**src/rtl/hazard_ctrl_pkg.sv**
```systemverilog
// Shared encodings for the hazard controller: stall causes and the
// per-cause control mode driven onto the IF/ID and ID/EX boundaries.
package hazard_ctrl_pkg;

  localparam logic [1:0] STALL_NONE = 2'd0;
  localparam logic [1:0] STALL_MEM  = 2'd1;
  localparam logic [1:0] STALL_RAW  = 2'd2;
  localparam logic [1:0] STALL_WBC  = 2'd3;

  typedef struct packed {
    logic fetch_we;
    logic decode_we;
    logic bubble;
  } ctrl_mode_t;

  localparam ctrl_mode_t MODE_RUN    = '{fetch_we: 1'b1, decode_we: 1'b1, bubble: 1'b0};
  localparam ctrl_mode_t MODE_FREEZE = '{fetch_we: 1'b0, decode_we: 1'b0, bubble: 1'b0};
  localparam ctrl_mode_t MODE_BUBBLE = '{fetch_we: 1'b0, decode_we: 1'b1, bubble: 1'b1};
  localparam ctrl_mode_t MODE_RESET  = '{fetch_we: 1'b0, decode_we: 1'b0, bubble: 1'b1};

  // Map a stall cause onto the boundary control mode.
  function automatic ctrl_mode_t mode_for(input logic [1:0] cause);
    ctrl_mode_t m;
    unique case (cause)
      STALL_MEM:             m = MODE_FREEZE;
      STALL_RAW, STALL_WBC:  m = MODE_BUBBLE;
      default:               m = MODE_RUN;
    endcase
    return m;
  endfunction

endpackage

```
**src/rtl/hazard_ctrl_mul_scoreboard.sv**
```systemverilog
// Scoreboard of in-flight multiplies: a shift register of {valid, dest}
// (index 0 = slot 1, the multiply issued last cycle) with per-slot
// source-match outputs and the valid bit of the slot that collides with
// an ALU writeback.
module mul_scoreboard
  import hazard_ctrl_pkg::*;
#(
  parameter int unsigned STAGES = 5,
  parameter int unsigned AW     = 5,
  parameter int unsigned WB_IDX = 2
) (
  input  logic              clk,
  input  logic              reset,
  input  logic              advance,
  input  logic              load_valid,
  input  logic [AW-1:0]     load_dest,
  input  logic [AW-1:0]     src1,
  input  logic [AW-1:0]     src2,
  output logic [STAGES-1:0] hit1,
  output logic [STAGES-1:0] hit2,
  output logic              wb_valid
);

  logic [STAGES-1:0]         valid_q, valid_d;
  logic [STAGES-1:0][AW-1:0] dest_q,  dest_d;

  // Shift every slot one stage older when advancing; hold otherwise.
  always_comb begin
    valid_d = valid_q;
    dest_d  = dest_q;
    if (advance) begin
      valid_d[0] = load_valid;
      dest_d[0]  = load_dest;
      for (int unsigned k = 1; k < STAGES; k++) begin
        valid_d[k] = valid_q[k-1];
        dest_d[k]  = dest_q[k-1];
      end
    end
  end

  // Slot storage; reset discards every in-flight entry.
  always_ff @(posedge clk) begin
    if (reset) begin
      valid_q <= '0;
      dest_q  <= '0;
    end else begin
      valid_q <= valid_d;
      dest_q  <= dest_d;
    end
  end

  // Per-slot source compares; register 0 never matches.
  always_comb begin
    hit1 = '0;
    hit2 = '0;
    for (int unsigned k = 0; k < STAGES; k++) begin
      hit1[k] = valid_q[k] && (dest_q[k] == src1) && (src1 != '0);
      hit2[k] = valid_q[k] && (dest_q[k] == src2) && (src2 != '0);
    end
  end

  assign wb_valid = valid_q[WB_IDX];

endmodule

```
**src/rtl/hazard_ctrl.sv**
```systemverilog
// Hazard controller beside decode: mul RAW / load-use / WB-port conflict
// detection, boundary control for IF/ID and ID/EX, and stall statistics.
module hazard_ctrl
  import hazard_ctrl_pkg::*;
#(
  parameter int unsigned MUL_STAGES = 5,
  parameter int unsigned ALU_WB_LAT = 3,
  parameter int unsigned REG_ADDR   = 5
) (
  input  logic                clk,
  input  logic                reset,
  input  logic                dec_valid,
  input  logic [REG_ADDR-1:0] dec_src1,
  input  logic [REG_ADDR-1:0] dec_src2,
  input  logic                dec_use1,
  input  logic                dec_use2,
  input  logic [REG_ADDR-1:0] dec_dest,
  input  logic                dec_regwrite,
  input  logic                dec_is_mult,
  input  logic                ex_memread,
  input  logic [REG_ADDR-1:0] ex_dest,
  input  logic                mem_stall,
  output logic                fetch_we,
  output logic                decode_we,
  output logic                bubble,
  output logic [1:0]          stall_cause,
  output logic [31:0]         stall_count,
  output logic [31:0]         raw_count
);

  // Slot MUL_STAGES-ALU_WB_LAT+1 (1-based) reaches WB together with an ALU op issued now.
  localparam int unsigned WB_IDX = MUL_STAGES - ALU_WB_LAT;

  logic [MUL_STAGES-1:0] hit1, hit2;
  logic                  wb_valid;
  logic                  raw, wbc, issue, issue_mul;
  logic [1:0]            cause;
  ctrl_mode_t            mode;
  logic [31:0]           stall_cnt_q, stall_cnt_d;
  logic [31:0]           raw_cnt_q,   raw_cnt_d;

  mul_scoreboard #(
    .STAGES (MUL_STAGES),
    .AW     (REG_ADDR),
    .WB_IDX (WB_IDX)
  ) u_sb (
    .clk        (clk),
    .reset      (reset),
    .advance    (~mem_stall),
    .load_valid (issue_mul),
    .load_dest  (dec_dest),
    .src1       (dec_src1),
    .src2       (dec_src2),
    .hit1       (hit1),
    .hit2       (hit2),
    .wb_valid   (wb_valid)
  );

  // Hazard detection and cause priority: mem > raw > wbc.
  always_comb begin
    raw = dec_valid && (
            (dec_use1 && (|hit1)) || (dec_use2 && (|hit2)) ||
            (ex_memread && (ex_dest != '0) &&
             ((dec_use1 && (ex_dest == dec_src1)) || (dec_use2 && (ex_dest == dec_src2)))));
    wbc = dec_valid && dec_regwrite && !dec_is_mult && wb_valid;
    issue     = dec_valid && !mem_stall && !raw && !wbc;
    issue_mul = issue && dec_is_mult && dec_regwrite && (dec_dest != '0);
    if (mem_stall)  cause = STALL_MEM;
    else if (raw)   cause = STALL_RAW;
    else if (wbc)   cause = STALL_WBC;
    else            cause = STALL_NONE;
    mode = mode_for(cause);
  end

  // Statistics counters, wrapping modulo 2^32.
  always_comb begin
    stall_cnt_d = stall_cnt_q + {31'd0, (cause != STALL_NONE)};
    raw_cnt_d   = raw_cnt_q   + {31'd0, (cause == STALL_RAW)};
  end

  // Counter storage.
  always_ff @(posedge clk) begin
    if (reset) begin
      stall_cnt_q <= '0;
      raw_cnt_q   <= '0;
    end else begin
      stall_cnt_q <= stall_cnt_d;
      raw_cnt_q   <= raw_cnt_d;
    end
  end

  // Reset overrides the outputs combinationally so they are defined during the reset cycle itself.
  always_comb begin
    if (reset) begin
      {fetch_we, decode_we, bubble} = MODE_RESET;
      stall_cause = STALL_NONE;
      stall_count = '0;
      raw_count   = '0;
    end else begin
      {fetch_we, decode_we, bubble} = mode;
      stall_cause = cause;
      stall_count = stall_cnt_q;
      raw_count   = raw_cnt_q;
    end
  end

endmodule
```
**config.mk**
```make
export PLATFORM = sky130hd
export DESIGN_NAME = hazard_ctrl
export DESIGN_NICKNAME = d
export VERILOG_FILES = /design/src/rtl/hazard_ctrl_pkg.sv /design/src/rtl/hazard_ctrl_mul_scoreboard.sv /design/src/rtl/hazard_ctrl.sv
export SDC_FILE = /design/constraint.sdc
export NUM_CORES = 1
export LEC_CHECK = 0
export BUFFER_PORTS_ARGS = -buffer_cell sky130_fd_sc_hd__buf_4
export CAP_MARGIN = 40
export CORE_ASPECT_RATIO = 0.9
export CORE_UTILIZATION = 30
export DETAILED_ROUTE_END_ITERATION = 12
export PLACE_DENSITY = 0.46
export RECOVER_POWER = 25
export SLEW_MARGIN = 25
export SYNTH_ARGS = -nofsm -noshare
export SYNTH_HDL_FRONTEND = slang
export SYNTH_SLANG_ARGS = --single-unit
```
**constraint.sdc**
```tcl
create_clock -name clk -period 3.2 [get_ports clk]
set_input_delay 0.16 -clock clk [delete_from_list [all_inputs] [get_ports clk]]
set_output_delay 0.16 -clock clk [all_outputs]
set_load 0.02 [all_outputs]
```
==> metrics.cfg, run 1 <==
[outcome]
status = finished, violations left
violations = design-rule violations, max-capacitance violations, max-slew violations

[global_route]
grtUsageMet1_pct = 19.2
overflow = 0
grt_pass1_wl_um = 20500
grt.met2_usage_pct = 24.0
grt_busiest_layer = met2
antenna_found_initial = 0
grt_start_max_net_pins = 66
grt_pass1_vias = 4096
grtUsageMet3_pct = 3.22
grt_usage_pct = 14.7

[cts]
h-tree-depth = 3
numCtsBuffers = 9
clk_path_buf_depth = 2
holdBufCountCts = 0
clock_latency_ns = 0.34
cts_root_buffer = clkbuf_16
cts_tree = built
cts.sinks = 94
clk_pin_slew_worst_paths_ns = 0.07

[floorplanning]
row_count = 44
start_util_pct = 31.1
io_pins = 98
coreArea_mm2 = 0.0164
die_width_um = 139
dieArea_mm2 = 0.0175
dieHeight_um = 125

[sta]
clock_skew_ns = 0.00808
timing.fmax_mhz = 322
min_period_ns = 3.11
relSlewSlack_pct = -54.1
finalHoldViolCount = 0
setup_viol_count_final = 0
rsz0062_at_grt = yes
fin_tns_setup_ns = 0
period_share_pct = 97.2
slew_viol_final = 33
tightestPinTransition_ns = 2.31
fin_ws_ns = 0.0905
holdWs_ns = 0.0582

[critical_path]
worst_r2r_endpoint = raw_cnt_q[30]
cp.arrival_ns = 3.39
cp_slowest_cell = or3_1
cp_top_family = simple AND/OR/NAND/NOR gates
startpoint_type = flop
path_buf_inv = 0
critPathLaunch = u_sb.dest_q[23]
slowest_delay_ns = 0.41
r2r_slack_ns = 0.09
crit_type = reg2reg
cp_max_fo = 5
timing.rr.start = u_sb.dest_q[23]
cp.required_ns = 3.48
endpoint_kind = flop
cp_cell_sequence = xor2_1, nor4_1, and3_1, a31oi_1, a31oi_1, or2_4, nor2b_4, ha_4, ha_4, nand3_4, nor2_4, and4_4, nand4_4, or3_1, a21oi_2
reg2regPathDepth = 15

[route]
drt_iter0_drc = 166
drc = 6
drtPass1Iterations = 11
drt_wl_total_um = 12800
wl_per_cell_um = 13.9
via_per_inst = 4.70
dr_total_vias = 4321
postRouteAntennaNets = 0

[final_layout]
num_antenna_cells = 0
regArea_mm2 = 0.00189
fill_cells = 1695
final_cell_mix = buf_4, nor2_1, dfxtp_1
area_delta_synth_final_pct = 31.7
multi_input_area_mm2 = 0.00321
final_layout_size_suffix_gt1_share_pct = 26.5
layout.cells.non_filler = 919
nNetsFinal = 740
post-route-util_pct = 40.9
final_common_cell = buf_4
finalInstanceArea_mm2 = 0.00670

[synth]
seq_area_frac_synth_pct = 37.0
synth-edff-count = 0
synth_top_area_cell = dfxtp_1
synth_area_per_cell_um2 = 8.56
synth_fp_nets = 627
synth_top_area_share_pct = 37.0
synth_warnings = 0
netlist_area_mm2 = 0.00508
ys_types = 44
ys.flop_type = dfxtp_1
synthArstFlopShare_pct = 0
syn_inst = 594
synthTopCellsByArea = dfxtp_1, xor2_1, nor2b_1
synth_seq_cells = 94

[min_path]
min_from = dec_dest[1]
min_delay_path_depth = 3
holdPathEnd = u_sb.dest_q[1]
holdCritPathClass = in2reg

[pwr]
p_per_area_mw_per_mm2 = 375
power_switching_mw = 0.587
totalPowerFinal_mw = 2.51
combPwrFrac_pct = 8.7
pwr-share-clk_pct = 43.9
p_int_mw = 1.93
vdd_ir_drop_max_mv = 0.271
p_leak_nw = 2.78
power.share.sequential_pct = 47.4
switching_share_pct = 23.3

[placement]
routabilityCongestion = 0.827
placedCellCount = 894
pre_cts_ws_ns = -0.0758
port_buffers = 97
placed_area_mm2 = 0.00614
dp_hpwl_um = 9200

[job]
max-cap-violations = 1

-- flip-flops by register name, indices dropped and copies added (netlist names) --
name          count
raw_cnt_q        32
stall_cnt_q      32
u_sb.dest_q      25
u_sb.valid_q      5
-- worst max path at each step --
stage,end,cells after the start
global placement,raw_cnt_q[24],15
detailed placement,raw_cnt_q[22],15
CTS,raw_cnt_q[30],15
floorplan,raw_cnt_q[28],15
global route,raw_cnt_q[30],15
finish,raw_cnt_q[30],15
-- cell families (layout without fill, tap and decap cells) --
family | count (synthesis) | in the layout | synth area share [%]
buf+inv | 36 | 154 | 3.37
xor+xnor | 108 | 108 | 18.6
flops | 94 | 94 | 37.0
mux | 29 | 29 | 5.71
simple gates | 286 | 286 | 29.9
compound gates | 37 | 37 | 4.36
fa+ha+maj | 4 | 4 | 0.985
-- worst register-to-register path, cell delays in order, from the launching register on --
cell     delay (ns)
dfxtp_2        0.34
xor2_1         0.16
nor4_1         0.26
and3_1         0.21
a31oi_1        0.05
a31oi_1        0.22
or2_4          0.17
nor2b_4        0.16
ha_4           0.16
ha_4           0.15
nand3_4        0.11
nor2_4         0.13
and4_4         0.28
nand4_4        0.13
or3_1          0.41
a21oi_2        0.11
-- Yosys cell counts, types with 2 or more instances --
library cell	number
inv_1	4
buf_6	3
nand3_1	24
buf_1	4
and3_1	10
ha_1	4
xnor2_1	44
mux2i_1	29
a31oi_1	2
dfxtp_1	94
nor2_1	92
o22ai_1	3
or4_1	4
buf_2	5
clkbuf_1	18
and4_1	2
o31ai_2	2
nor3_1	7
nor2b_1	67
nor4_2	2
o21ai_0	13
nor4_1	7
nand2_1	32
a21oi_1	11
nand4_4	2
nand4_1	14
buf_4	2
or3_1	11
xor2_1	64
nand2b_1	3
and4_4	2
-- area by class of cell --
cell class | instances | share of cell area, %
Timing Repair Buffer | 134 | 15.2
Multi-Input combinational cell | 464 | 47.9
Sequential cell | 94 | 28.3
Clock buffer | 13 | 3.89
Clock inverter | 3 | 0.635
Tap cell | 207 | 3.87
Inverter | 4 | 0.224
-- routing by layer --
| layer | up-vias | routed length [um] | part of all wire, % |
|---|---|---|---|
| met4 | 0 | 163 | 1.3 |
| met5 | - | 0 | 0 |
| met3 | 12 | 481 | 3.8 |
| met2 | 84 | 5920 | 46 |
| met1 | 2023 | 6210 | 49 |
| li1 | 2202 | - | - |
-- power groups by stage --
stage | sequential, mW | clock (mW) | combinational (mW)
3_5_place_dp | 1.22 | 0 | 0.215
3_3_place_gp | 1.22 | 0 | 0.211
5_1_grt | 1.19 | 1.18 | 0.239
6_report | 1.19 | 1.10 | 0.220
2_1_floorplan | 1.22 | 0 | 0.141
4_1_cts | 1.19 | 1.15 | 0.217
-- repair_timing --
action                     4_1_cts  5_1_grt
resized for setup                6       37
setup endpoints to repair        5       31
setup buffers                    2        7
pin swaps                        3       16
(Power assumes the default switching activity.)
==> inputs of run 2 (changes only) <==
RECOVER_POWER = unset   (was 25)
SETUP_SLACK_MARGIN = 0.02   (was unset)
==> run 2 against run 1 <==
Count of clock-buffer cells in the layout stayed put. The flow finishes with violations (design-rule violations). Non-clock buffer count is 2 higher. Routed wire length is 0.48% higher. Combinational power hardly changed. Cell area is 0.52% higher. Largest cell class unchanged. First-iteration DRC count is 5.4% lower. Utilization is 0.21 points higher. Global-route usage is 0.066 points higher. Sequential share of layout area is 0.20 points lower. Fmax is 1.1% higher. Critical endpoint unchanged. Total power is 0.21% higher. Critical path depth stayed put.
==> metrics.cfg, run 2 (synthesis results as in run 1) <==
[global_route]
grtUsageMet3_pct = 3.22
grt_pass1_vias = 4119
overflow = 0
grt_usage_pct = 14.7
grt_pass1_wl_um = 20600
grt_start_max_net_pins = 66
grtUsageMet1_pct = 19.2
antenna_found_initial = 0
grt_busiest_layer = met2
grt.met2_usage_pct = 24.0

[sta]
tightestPinTransition_ns = 0.673
rsz0062_at_grt = yes
clock_skew_ns = 0.00854
slew_viol_final = 0
timing.fmax_mhz = 325
finalHoldViolCount = 0
period_share_pct = 96.1
relSlewSlack_pct = 55.1
min_period_ns = 3.08
fin_tns_setup_ns = 0
setup_viol_count_final = 0

[final_layout]
final_layout_size_suffix_gt1_share_pct = 27.2
multi_input_area_mm2 = 0.00323
largestRegisters = raw_cnt_q x32, stall_cnt_q x32, u_sb.dest_q x25
final_common_cell = buf_4
final_cell_mix = buf_4, nor2_1, dfxtp_1
area_delta_synth_final_pct = 32.4
fill_cells = 1693
layout.cells.non_filler = 921
regArea_mm2 = 0.00189
nNetsFinal = 742
num_antenna_cells = 0

[critical_path]
critical_path_depth = 15
cp_max_fo = 5
reg2regPathDepth = 15
cp.required_ns = 3.48
cp_top_family = simple AND/OR/NAND/NOR gates
startpoint_type = flop
cp_cell_sequence = xor2_1, nor4_1, and3_1, a31oi_1, a31oi_1, or2_4, nor2b_4, ha_4, ha_4, nand3_4, nor2_4, and4_4, nand4_4, or3_1, a21oi_2
crit_type = reg2reg
cp_slowest_cell = or3_1
slowest_delay_ns = 0.41
endpoint_kind = flop
path_buf_inv = 0
cp.arrival_ns = 3.36

[route]
wl_per_cell_um = 13.9
drtPass1Iterations = 11
drt_wl_total_um = 12800
drt_iter0_drc = 157
postRouteAntennaNets = 0
via_per_inst = 4.70
drc = 6
dr_total_vias = 4327

[floorplanning]
die_width_um = 139
row_count = 44
dieArea_mm2 = 0.0175
dieHeight_um = 125
start_util_pct = 31.1
coreArea_mm2 = 0.0164
io_pins = 98

[pwr]
vdd_ir_drop_max_mv = 0.271
p_leak_nw = 2.79
p_per_area_mw_per_mm2 = 374

[cts]
cts.sinks = 94
clk_path_buf_depth = 2
holdBufCountCts = 0
clk_pin_slew_worst_paths_ns = 0.07
clock_latency_ns = 0.35
h-tree-depth = 3
cts_root_buffer = clkbuf_16
numCtsBuffers = 9
cts_tree = built

[min_path]
min_delay_path_depth = 3
holdCritPathClass = in2reg

[placement]
routabilityCongestion = 0.827
dp_hpwl_um = 9200
placedCellCount = 894
port_buffers = 97

[outcome]
status = finished, violations left
violations = design-rule violations

[job]
max-cap-violations = 0

## run 2: path summary, 6_finish.rpt
check,slack (ns),end,from
setup / recovery,0.12,raw_cnt_q[30],u_sb.dest_q[24]
hold / removal,0.06,u_sb.dest_q[1],dec_dest[1]
setup reg to reg,0.12,raw_cnt_q[30],u_sb.dest_q[24]
hold reg to reg,0.50,raw_cnt_q[22],raw_cnt_q[22]
## run 2: worst reg2reg max path, delay by kind of cell, from the launching register on
kind | cells | cell delay [ns]
AOI/OAI and AO/OA | 3 | 0.41
xor gates and xnor gates | 1 | 0.15
adders and majority gates | 2 | 0.31
DFF | 1 | 0.34
and+or+nand+nor | 9 | 1.80
## run 2: through the flow
stage / total power, mW / hold slack [ns] / util [%] / instance area, um2 / setup WS [ns]
after floorplan: 1.36 / 0.304 / - / 5080 / 0.132
after global placement: 1.43 / 0.403 / 37.5 / 6140 / -0.0776
after detailed placement: 1.43 / 0.408 / 37.5 / 6140 / -0.0758
after CTS: 2.56 / 0.0402 / 39.7 / 6490 / 0.0195
after global routing: 2.62 / 0.0532 / 41.2 / 6730 / -0.0902
final: 2.52 / 0.0579 / 41.2 / 6730 / 0.124
## run 2: power breakdown
part,internal [mW],switching [mW],total (mW)
Sequential,1.18,0.0138,1.19
Combinational,0.0985,0.121,0.219
Clock,0.648,0.457,1.11
## run 2: layout make-up
type,count,share of cell area [%]
multi-input combinational,464,47.9
tap,207,3.85
sequential,94,28.1
clock inverter,3,0.632
clock buffer,13,3.87
inverter,4,0.223
timing repair buffer,136,15.4
## run 2: routing by layer
layer | up-vias | part of all wire, %
met1 | 2046 | 50
met3 | 12 | 3.1
met5 | - | 0
met2 | 61 | 46
li1 | 2208 | -
met4 | 0 | 1.7
## run 2: timing repair
action,in CTS,in global routing
resized for setup,8,37
pin swaps,6,22
buffers inserted,3,8
endpoints found under the setup margin,10,33
